[src/rtl/ahb_pkg.sv]
// Shared AHB encodings, slave FSM state names and the wait-counter width helper.
package ahb_pkg;

   typedef enum logic [1:0] {
      HTRANS_IDLE   = 2'b00,
      HTRANS_BUSY   = 2'b01,
      HTRANS_NONSEQ = 2'b10,
      HTRANS_SEQ    = 2'b11
   } htrans_t;

   localparam logic HRESP_OKAY  = 1'b0;
   localparam logic HRESP_ERROR = 1'b1;

   typedef enum logic [1:0] {
      ST_IDLE = 2'd0,
      ST_WAIT = 2'd1,
      ST_ERR1 = 2'd2,
      ST_ERR2 = 2'd3
   } slv_state_t;

   localparam logic [2:0] HSIZE_BYTE = 3'b000;

   // Wide enough to hold WAIT_STATES, never narrower than one bit.
   function automatic int cnt_width(input int w);
      int r;
      r = $clog2(w + 1);
      return (r < 1) ? 1 : r;
   endfunction

endpackage

[src/rtl/ahb_wait_cnt.sv]
// Loadable down-counter for data-phase wait states; done flags the final wait cycle.
module ahb_wait_cnt
   import ahb_pkg::*;
#(
   parameter int WAIT_STATES = 1,
   localparam int CW = cnt_width(WAIT_STATES)
) (
   input  logic          clk,
   input  logic          reset,
   input  logic          load,
   input  logic [CW-1:0] load_val,
   output logic          done
);

   logic [CW-1:0] cnt;

   always_ff @(posedge clk) begin
      if (reset) begin
         cnt <= '0;
      end else if (load) begin
         cnt <= load_val;
      end else if (cnt != '0) begin
         cnt <= cnt - 1'b1;
      end
   end

   assign done = (cnt == CW'(1));

endmodule

[src/rtl/ahb_slave_ctrl.sv]
// AHB read-slave address-phase controller with wait-state insertion.
// Define AHB_SLV_ERR_RESP_EN to give invalid transfers a two-cycle ERROR response.
module ahb_slave_ctrl
   import ahb_pkg::*;
#(
   parameter int ADDR_W      = 8,
   parameter int WAIT_STATES = 1
) (
   input  logic              hclk,
   input  logic              hreset,
   input  logic              hsel_x,
   input  logic [ADDR_W-1:0] haddr,
   input  logic [1:0]        htrans,
   input  logic              hwrite,
   input  logic [2:0]        hsize,
   input  logic              hready_in,
   output logic              hreadyout,
   output logic              hresp,
   output logic [1:0]        read_select,
   output logic              hwrite_q,
   output logic              rd_strobe
);

   localparam int CW = cnt_width(WAIT_STATES);
   localparam logic [1:0] S_IDLE = ST_IDLE;
   localparam logic [1:0] S_WAIT = ST_WAIT;
`ifdef AHB_SLV_ERR_RESP_EN
   localparam logic [1:0] S_ERR1 = ST_ERR1;
   localparam logic [1:0] S_ERR2 = ST_ERR2;
`endif

   logic [1:0] state;
   logic       accept;
   logic       xfer_ok;
   logic       cnt_done;

   // Gating with our own ready keeps a misbehaving bus from re-entering mid data phase.
   assign accept = hsel_x && hready_in && hreadyout &&
                   ((htrans == HTRANS_NONSEQ) || (htrans == HTRANS_SEQ));

`ifdef AHB_SLV_ERR_RESP_EN
   assign xfer_ok   = (haddr[ADDR_W-1:2] == '0) && (hsize == HSIZE_BYTE) && !hwrite;
   assign hreadyout = (state != S_WAIT) && (state != S_ERR1);
   assign hresp     = ((state == S_ERR1) || (state == S_ERR2)) ? HRESP_ERROR : HRESP_OKAY;
`else
   logic unused_addr_size;
   assign unused_addr_size = ^{haddr[ADDR_W-1:2], hsize};
   assign xfer_ok   = 1'b1;
   assign hreadyout = (state != S_WAIT);
   assign hresp     = HRESP_OKAY;
`endif

   ahb_wait_cnt #(
      .WAIT_STATES(WAIT_STATES)
   ) u_wait_cnt (
      .clk      (hclk),
      .reset    (hreset),
      .load     (accept && xfer_ok),
      .load_val (CW'(WAIT_STATES)),
      .done     (cnt_done)
   );

   always_ff @(posedge hclk) begin
      if (hreset) begin
         state       <= S_IDLE;
         read_select <= 2'b00;
         hwrite_q    <= 1'b0;
         rd_strobe   <= 1'b0;
      end else begin
         rd_strobe <= 1'b0;
         if (accept) begin
            read_select <= haddr[1:0];
            hwrite_q    <= hwrite;
         end
         case (state)
            S_WAIT: begin
               if (cnt_done) begin
                  state     <= S_IDLE;
                  rd_strobe <= !hwrite_q;
               end
            end
`ifdef AHB_SLV_ERR_RESP_EN
            S_ERR1: state <= S_ERR2;
`endif
            // IDLE and ERR2 both present hreadyout=1 and take a new address phase.
            default: begin
               state <= S_IDLE;
               if (accept) begin
`ifdef AHB_SLV_ERR_RESP_EN
                  if (!xfer_ok) begin
                     state <= S_ERR1;
                  end else
`endif
                  if (WAIT_STATES > 0) begin
                     state <= S_WAIT;
                  end else begin
                     rd_strobe <= !hwrite;
                  end
               end
            end
         endcase
      end
   end

endmodule
[config.mk]
export PLATFORM = sky130hd
export DESIGN_NAME = ahb_slave_ctrl
export DESIGN_NICKNAME = d
export VERILOG_FILES = /design/src/rtl/ahb_pkg.sv /design/src/rtl/ahb_wait_cnt.sv /design/src/rtl/ahb_slave_ctrl.sv
export SDC_FILE = /design/constraint.sdc
export NUM_CORES = 1
export LEC_CHECK = 0
export CORE_AREA = 8 8 45 47
export DETAILED_ROUTE_END_ITERATION = 10
export DIE_AREA = 0 0 53 55
export GPL_TIMING_DRIVEN = 0
export PLACE_DENSITY = 0.54
export SLEW_MARGIN = 20
export SYNTH_ARGS = -nofsm -noshare
export SYNTH_HDL_FRONTEND = slang
export SYNTH_HIERARCHICAL = 1
export SYNTH_SLANG_ARGS = --single-unit
[constraint.sdc]
create_clock -name hclk -period 3.1 [get_ports hclk]
set_clock_uncertainty 0.2 [all_clocks]
set_input_delay 0.62 -clock hclk [delete_from_list [all_inputs] [get_ports hclk]]
set_output_delay 0.62 -clock hclk [all_outputs]
set_load 0.01 [all_outputs]
==> results.rst, run 1 <==
.. list-table::
   :header-rows: 1

   * - Metric
     - Value
   * - Design Area, Final
     - around 420 um2
   * - Maximum frequency from static timing analysis
     - a little over 500 MHz
   * - Maximum clock insertion buffer count
     - 2
   * - Total placed cells including tap cells
     - 53
   * - Routability Congestion
     - about 0.62
   * - Critical path, cell by cell
     - inv_1, clkdlybuf4s50_1
   * - Leakage power of the design
     - 0.175 nW
   * - Global-route wire length before repair
     - approximately 900 um
   * - Synthesized netlist net count
     - 43
   * - Register clock-pin slew on the reported worst setup and hold paths
     - 0.05 ns
   * - Hold buffer count at CTS
     - 0
   * - Final Util
     - a little under a third
   * - Arrival time at the worst endpoint
     - about 1.2 ns
   * - Overall die area
     - 2920 um2
   * - Met3 track utilization from global routing
     - roughly 6.1%
   * - Setup TNS after final layout
     - 0 ns
   * - Std cell rows
     - 14
   * - Warnings, synthesis
     - 6
   * - Critical path buffer and inverter count
     - 2
   * - Part of the total power dissipated in the clock network
     - around two fifths
   * - Boundary Pins
     - 24
   * - Synthesized cell area
     - 262 um2
   * - Clock buffer count from CTS
     - 3
   * - Pin count of the biggest net entering global routing
     - 10
   * - Unrepaired setup endpoints after global routing
     - false
   * - Effective utilization at floorplan
     - 18.9%
   * - First-pass iteration count of the detailed router
     - 2
   * - Routed wirelength normalized by instance count
     - between 10 and 15 um
   * - Vias per cell
     - around 3.8
   * - Max-slew violation count
     - 0
   * - Launching element type of the critical path
     - flip-flop
   * - Number of clock sinks
     - 6
   * - Cell chosen for the clock root
     - clkbuf_4
   * - Maximum vdd ir drop
     - 0.000219 V
   * - Global routing usage summed across all routing layers
     - 4.42%
   * - # H-tree levels
     - 1
   * - Fraction of final layout cells with drive strength greater than 1
     - about an eighth
   * - First-iteration detailed-routing DRC count
     - 1
   * - Number of endpoints with negative hold slack in the final report
     - 0
   * - Crit Path Max Fanout
     - 3
   * - Switching power share of the total
     - a little over a fifth
   * - Number of antenna violations at the first check in global routing
     - 0
   * - Total wire length after detailed routing
     - about 570 um
   * - Detailed-route DRC error count
     - 0
   * - Horizontal die dimension
     - about 53 um
   * - Busiest grt layer
     - met3
   * - Setup Viol. Count Final
     - 0
   * - Yosys top cell by area
     - dfxtp_1
   * - Commonest cells in the netlist
     - dfxtp_1 (6), nand2b_1 (6), mux2i_1 (3), conb_1 (2)
   * - Largest incremental delay on the critical path
     - ~0.53 ns
   * - Total core area
     - 1380 um2
   * - Total number of vias
     - approximately 220
   * - Post_cts resized
     - 0
   * - Finished Layout Cells
     - 56
   * - Min-delay worst type
     - flip-flop to flip-flop
   * - Ys async rst share
     - 0%
   * - Mean instance size in the synthesized netlist
     - approximately 10 um2
   * - Met2 layer usage reported by global route
     - roughly 5.7%
   * - Sequential share of power
     - between 40% and 50%
   * - Crit Path Category
     - flip-flop to output port
   * - Count of input and output buffers
     - 12
   * - Number of global-route vias before repair
     - about 230
   * - Endpoint class of the critical path
     - output port
   * - Antenna Violating Nets Remaining
     - 0
   * - Area of placed instances
     - ~400 um2
   * - Reg-to-reg slack, setup
     - 1.95 ns
   * - Latest clock arrival within the worst-skew pair
     - between 0.2 and 0.25 ns
   * - Data required time of the critical path
     - roughly 2.3 ns
   * - Internal
     - 0.141 mW
   * - Number of inserted diodes
     - 0
   * - Proportion of synthesized chip area in sequential cells
     - 45.9%
   * - Power density normalized to cell area
     - roughly 420 nW/um2
   * - Met1 global-route usage
     - 3.95%
   * - Main area contributors after synthesis
     - dfxtp_1 (46%), nand2b_1 (14%), mux2i_1 (11%)
   * - Run status
     - completed
   * - Setup Fix Bufs, Post-CTS
     - 0
   * - Main synth FF type
     - dfxtp_1
   * - Number of distinct library cells after synthesis
     - 12
   * - Final global-route overflow total
     - 0
   * - Shortest clock period the worst path allows after layout
     - between 1.5 and 2 ns
   * - Die boundary height
     - 55 um
   * - Synthesized netlist cell count
     - 25
   * - Register bit count reported by yosys
     - 6
   * - CTS tree
     - built
   * - Slowest cell on the critical path
     - clkdlybuf4s50_1
   * - Count of flip-flops with a built-in enable after synthesis
     - 0
   * - Post-synth top area share
     - between 40% and 50%
   * - Switching power
     - a little under 0.04 mW
   * - Net count of the finished layout
     - 60
   * - Power share of the combinational group
     - 13.7%
   * - Share of the clock period used by the worst path after layout
     - 63.8%
   * - Max-capacitance violation count
     - 0
   * - Kind of cell with the highest combined delay on the critical path
     - buffers and inverters
   * - Sum of net half-perimeters after detailed placement
     - ~450 um
   * - Area Growth Syn to Fin
     - 62.2%
## cell families after synthesis
logic type,synth area share (%)
AO/OA/AOI/OAI,3.83
AND/OR/NAND/NOR,27.3
flip-flops,45.9
other,2.87
multiplexers,11.5
buffers and inverters,8.61
## flip-flops by register name, summed over array words and instances, names as in the netlist
register and cells:
hwrite_q 1, rd_strobe 1, read_select 2, state 1
u_wait_cnt/done 1
## path summary, 6_finish.rpt
path                     to      from  cells past startpoint
setup / recovery  hreadyout  state[0]                      2
hold / removal    rd_strobe  hwrite_q                      1
setup reg to reg   state[0]  state[0]                      3
hold reg to reg   rd_strobe  hwrite_q                      1
## power groups by stage
stage,Combinational [mW],Clock [mW],Sequential (mW)
final,0.0246,0.0737,0.0809
after global placement,0.0247,0,0.0825
after detailed placement,0.0248,0,0.0824
after floorplan,0.00962,0,0.0829
after global routing,0.0265,0.0829,0.0811
after CTS,0.0249,0.0793,0.0810
## metal layers
metal	share of wire (%)	wire [um]	vias up
li1	-	-	109
met1	45	257	90
met2	32	184	16
met3	23	130	0
met4	0	0	0
met5	0	0	-
## stage by stage
| stage | power [mW] | hold slack [ns] | setup slack (ns) |
|---|---|---|---|
| global placement | 0.107 | 0.254 | 1.25 |
| floorplan | 0.0925 | 0.259 | 1.69 |
| CTS | 0.185 | 0.255 | 1.10 |
| global route | 0.191 | 0.268 | 1.09 |
| finish | 0.179 | 0.251 | 1.12 |
| detailed placement | 0.107 | 0.253 | 1.23 |
## final cells by class
type,count,area (um2)
buffer,2,18.8
clock buffer,3,22.5
fill,154,960
inverter,1,3.75
multi-input combinational,16,119
sequential,6,120
tap,16,20.0
timing repair buffer,12,120
## cells in the final DEF (no fill, tap or decap), drive strengths merged
cell type / count
clkdlybuf4s50: 12
nand2b: 6
dfxtp: 6
mux2i: 3
clkbuf: 3
conb: 2
buf: 2
and4b: 1
inv: 1
nor4b: 1
nor2b: 1
o21ba: 1
and3b: 1
(Power assumes the default switching activity.)
==> inputs of run 2 (changes only) <==
PLACE_DENSITY = 0.56   (was 0.54)
clock period = 1.6 ns   (was 3.1 ns; I/O delays follow)
==> results.rst, run 2 (same netlist as run 1, synthesis figures left out) <==
.. list-table::
   :header-rows: 1

   * - Metric
     - Value
   * - Fraction of final layout cells with drive strength greater than 1
     - about an eighth
   * - Pin count of the biggest net entering global routing
     - 10
   * - Routed wirelength normalized by instance count
     - 10.1 um
   * - Horizontal die dimension
     - about 53 um
   * - Wire length the detailed router placed on met1
     - 265 um
   * - Vias per cell
     - ~3.7
   * - Commonest non-fill, non-tap cell in the layout
     - clkdlybuf4s50_1
   * - Register clock-pin slew on the reported worst setup and hold paths
     - 0.05 ns
   * - Shortest clock period the worst path allows after layout
     - 1.43 ns
   * - Maximum vdd ir drop
     - 0.000400 V
   * - Final worst hold slack
     - between 0.2 and 0.25 ns
   * - Number of clock sinks
     - 6
   * - Share of the clock period used by the worst path after layout
     - approximately nine tenths
   * - Reg-to-reg slack, setup
     - between 0.4 and 0.5 ns
   * - Max-slew violation count
     - 0
   * - Final global-route overflow total
     - 0
   * - Switching power
     - 0.0731 mW
   * - Routability Congestion
     - roughly 0.61
   * - Register area
     - approximately 120 um2
   * - Number of global-route vias before repair
     - approximately 220
   * - Total wire length after detailed routing
     - ~570 um
   * - Endpoint class of the critical path
     - output port
   * - Highest layer used for signal routing
     - met3
   * - Antenna Violating Nets Remaining
     - 0
   * - Detailed-route DRC error count
     - 0
   * - Power share of the combinational group
     - about an eighth
   * - Area used by multi-input combinational logic
     - 119 um2
   * - Minimum setup slack in the final design
     - ~0.17 ns
   * - Min-delay worst type
     - flip-flop to flip-flop
   * - Cell chosen for the clock root
     - clkbuf_4
   * - Part of the total power dissipated in the clock network
     - just over 40%
   * - Global-route wire length before repair
     - 931 um
   * - Die boundary height
     - 55 um
   * - Overall die area
     - between 2000 and 3000 um2
   * - Number of endpoints with negative hold slack in the final report
     - 0
   * - Area Growth Syn to Fin
     - 59.8%
   * - Worst hold stages
     - 1
   * - Clock buffer count from CTS
     - 3
   * - Setup slack after placement
     - about 0.043 ns
   * - Number of inserted diodes
     - 0
   * - Number of antenna violations at the first check in global routing
     - 0
   * - Boundary Pins
     - 24
   * - Hold buffer count at CTS
     - 0
   * - Reg2Reg Depth
     - 3
   * - Crit Path Max Fanout
     - 3
   * - Launching element type of the critical path
     - flip-flop
   * - Unrepaired setup endpoints after global routing
     - false
   * - First-pass iteration count of the detailed router
     - 1
   * - Sum of net half-perimeters after detailed placement
     - 429 um
   * - Max-capacitance violation count
     - 0
   * - Total core area
     - ~1400 um2
   * - Arrival time at the worst endpoint
     - 0.91 ns
   * - Net count of the finished layout
     - 60
   * - Data required time of the critical path
     - about 1.1 ns
   * - Run status
     - completed
   * - Area of placed instances
     - 402 um2
   * - Effective utilization at floorplan
     - between 10% and 20%
   * - Count of input and output buffers
     - 12
   * - Internal
     - ~0.27 mW
   * - Total number of vias
     - ~210
   * - First-iteration detailed-routing DRC count
     - 0
   * - Max FFs per register
     - 2
   * - Filler cells
     - 159
   * - Commonest cells after routing, fill and taps aside
     - clkdlybuf4s50_1 (7), nand2b_1 (6), dfxtp_1 (6), dlygate4sd2_1 (5)
   * - Maximum frequency from static timing analysis
     - between 700 and 800 MHz
   * - Latest clock arrival within the worst-skew pair
     - 0.24 ns
   * - Std cell rows
     - 14
   * - Maximum clock insertion buffer count
     - 2
   * - Setup Viol. Count Final
     - 0
   * - Detailed-routed wire length on met2
     - between 150 and 200 um
   * - Register name with the most flops
     - read_select
   * - Power density normalized to cell area
     - 820 nW/um2
   * - Crit Path Category
     - flip-flop to output port
   * - Sequential share of power
     - between 40% and 50%
   * - Design Area, Final
     - about 420 um2
   * - Routed length on met3
     - 134 um
   * - Setup TNS after final layout
     - 0 ns
   * - Switching power share of the total
     - between 20% and 30%
   * - Total power
     - ~0.34 mW
   * - Global routing usage summed across all routing layers
     - approximately 4.5%
   * - CTS tree
     - built
   * - # H-tree levels
     - 1
   * - Leakage power of the design
     - between 0.15 and 0.2 nW
run 2: cell type report:
type | instances | share of cell area, %
buffer | 2 | 4.49
clock buffer | 3 | 5.39
inverter | 1 | 0.898
multi-input combinational | 16 | 28.4
sequential | 6 | 28.7
tap | 16 | 4.79
timing repair buffer | 12 | 27.2
run 2: stage by stage:
step | instances | utilization (%)
6_report | 56 | 30.2
5_1_grt | 56 | 30.2
4_1_cts | 56 | 30.2
3_5_place_dp | 53 | 29.0
3_3_place_gp | 53 | 29.0
2_1_floorplan | 25 | -
run 2: what timing repair did:
| action | 4_1_cts | 5_1_grt |
|---|---|---|
| endpoints found under the setup margin | 5 | 0 |
| buffers inserted | 0 | 0 |
| resized for setup | 5 | 0 |
run 2: routing by layer:
layer | vias up | track usage, %
li1 | 107 | -
met1 | 86 | 4.57
met2 | 15 | 5.47
met3 | 0 | 5.88
met4 | 0 | 1.29
met5 | - | 0
run 2: path summary, 6_finish.rpt:
| kind | start | end |
|---|---|---|
| worst min register to register | hwrite_q | rd_strobe |
| worst max-delay path | state[0] | hreadyout |
| worst max register to register | state[0] | read_select[0] |
| worst min-delay path | hwrite_q | rd_strobe |
run 2: worst max-delay path: stages (launching register included):
cell,delay (ns)
dfxtp_1,0.33
inv_1,0.06
dlygate4sd2_1,0.28
run 2: power groups by stage:
stage / Clock [mW] / Sequential [mW] / Combinational [mW]
after global routing: 0.164 / 0.157 / 0.0489
final: 0.141 / 0.157 / 0.0448
after floorplan: 0 / 0.161 / 0.0186
after CTS: 0.150 / 0.157 / 0.0456
after global placement: 0 / 0.160 / 0.0476
after detailed placement: 0 / 0.160 / 0.0478
==> inputs of run 3 (changes only) <==
REMOVE_ABC_BUFFERS = 1   (was not set)
SKIP_CTS_REPAIR_TIMING = 1   (was not set)
==> results.rst, run 3 (same netlist as run 1, synthesis figures left out) <==
.. list-table::
   :header-rows: 1

   * - Metric
     - Value
   * - Pin count of the biggest net entering global routing
     - 10
   * - Run status
     - completed
   * - Setup slack after placement
     - -0.0224 ns
   * - Maximum vdd ir drop
     - around 0.00025 V
   * - Boundary Pins
     - 24
   * - Global routing usage summed across all routing layers
     - 4.59%
   * - Area of placed instances
     - around 380 um2
   * - Data required time of the critical path
     - roughly 1.6 ns
   * - CTS tree
     - built
   * - Clock buffer count from CTS
     - 3
   * - Max-capacitance violation count
     - 0
   * - Number of antenna violations at the first check in global routing
     - 0
   * - Routability Congestion
     - approximately 0.63
   * - Arrival time at the worst endpoint
     - between 1 and 1.5 ns
   * - Area used by multi-input combinational logic
     - 119 um2
   * - Register name with the most flops
     - read_select
   * - Endpoint class of the critical path
     - flip-flop
   * - Total wire length after detailed routing
     - 543 um
   * - Total number of vias
     - 201
   * - Net count of the finished layout
     - just under 60
   * - Total core area
     - 1380 um2
   * - Global-route wire length before repair
     - 897 um
   * - Commonest cells after routing, fill and taps aside
     - clkdlybuf4s50_1 (7), nand2b_1 (6), dfxtp_1 (6), dlymetal6s2s_1 (5)
   * - Vias per cell
     - approximately 3.7
   * - Crit Path Max Fanout
     - 5
   * - Number of inserted diodes
     - 0
   * - Max-slew violation count
     - 0
   * - Cell chosen for the clock root
     - clkbuf_4
   * - Worst hold stages
     - 1
   * - Crit Path Category
     - input port to flip-flop
   * - Leakage power of the design
     - approximately 0.24 nW
   * - Power density normalized to cell area
     - approximately 810 nW/um2
   * - Number of global-route vias before repair
     - 217
   * - Setup TNS after final layout
     - 0 ns
   * - Register clock-pin slew on the reported worst setup and hold paths
     - roughly 0.050 ns
   * - Setup Viol. Count Final
     - 0
   * - Max FFs per register
     - 2
   * - # H-tree levels
     - 1
   * - Launching element type of the critical path
     - input port
   * - Routed wirelength normalized by instance count
     - between 10 and 15 um
   * - Number of clock sinks
     - 6
   * - Maximum clock insertion buffer count
     - 2
   * - Count of input and output buffers
     - 12
   * - Minimum setup slack in the final design
     - approximately 0.25 ns
   * - Share of the clock period used by the worst path after layout
     - 84.2%
   * - Area Growth Syn to Fin
     - 59.8%
   * - Design Area, Final
     - around 420 um2
   * - Register area
     - approximately 120 um2
   * - Horizontal die dimension
     - roughly 53 um
   * - Number of endpoints with negative hold slack in the final report
     - 0
   * - First-iteration detailed-routing DRC count
     - 3
   * - Latest clock arrival within the worst-skew pair
     - approximately 0.24 ns
   * - Overall die area
     - 2920 um2
   * - Effective utilization at floorplan
     - a little under a fifth
   * - Filler cells
     - between 150 and 200
   * - First-pass iteration count of the detailed router
     - 2
   * - Unrepaired setup endpoints after global routing
     - false
   * - Antenna Violating Nets Remaining
     - 0
   * - Final global-route overflow total
     - 0
   * - Commonest non-fill, non-tap cell in the layout
     - clkdlybuf4s50_1
   * - Shortest clock period the worst path allows after layout
     - around 1.3 ns
   * - Die boundary height
     - 55 um
   * - Std cell rows
     - 14
   * - Min-delay worst type
     - flip-flop to flip-flop
   * - Sum of net half-perimeters after detailed placement
     - around 420 um
   * - Reg2Reg Depth
     - 2
   * - Fraction of final layout cells with drive strength greater than 1
     - around 7.9%
   * - Detailed-route DRC error count
     - 0
   * - Maximum frequency from static timing analysis
     - around 740 MHz
## run 3: cell types whose count changed in the layout (fill, tap and decap cells not counted), sizes merged
cell	delta
buf	-2
dlygate4sd2	-5
dlymetal6s2s	+5
## run 3: area by class of cell
type,count,area share [%]
well taps,16,4.79
flip-flops and latches,6,28.7
repair buffers,12,31.7
inverters,1,0.898
clock buffers,3,5.39
multi-input cells,16,28.4
## run 3: path summary, 6_finish.rpt
kind / startpoint / endpoint / slack (ns)
max: hsel_x / hwrite_q / 0.25
min: hwrite_q / rd_strobe / 0.24
max reg2reg: state[0] / hwrite_q / 0.42
min reg2reg: hwrite_q / rd_strobe / 0.24
## run 3: layer usage
metal	wire [um]	track usage (%)
met5	0	0
met4	0	5.17
met3	57	2.94
met2	205	5.47
met1	279	5.02
## run 3: where the power goes
part | switching [mW] | leakage, nW | internal, mW
clock network | 0.0535 | 0.0138 | 0.0848
registers | 0.00235 | 0.0487 | 0.154
logic | 0.0134 | 0.175 | 0.0286
total | 0.0692 | 0.237 | 0.268
## run 3: per-stage QoR
step | std cells | utilization, % | power (mW) | hold WS, ns
after floorplan | 23 | - | 0.175 | 0.197
after global placement | 51 | 27.7 | 0.203 | 0.246
after detailed placement | 51 | 27.7 | 0.204 | 0.250
after CTS | 54 | 29.3 | 0.347 | 0.257
after global routing | 54 | 30.2 | 0.357 | 0.266
final | 54 | 30.2 | 0.337 | 0.244
## run 3: worst max-delay path, cell delays in order
cell and delay [ns]:
clkdlybuf4s50_1 0.44, and4b_1 0.35, mux2i_1 0.21
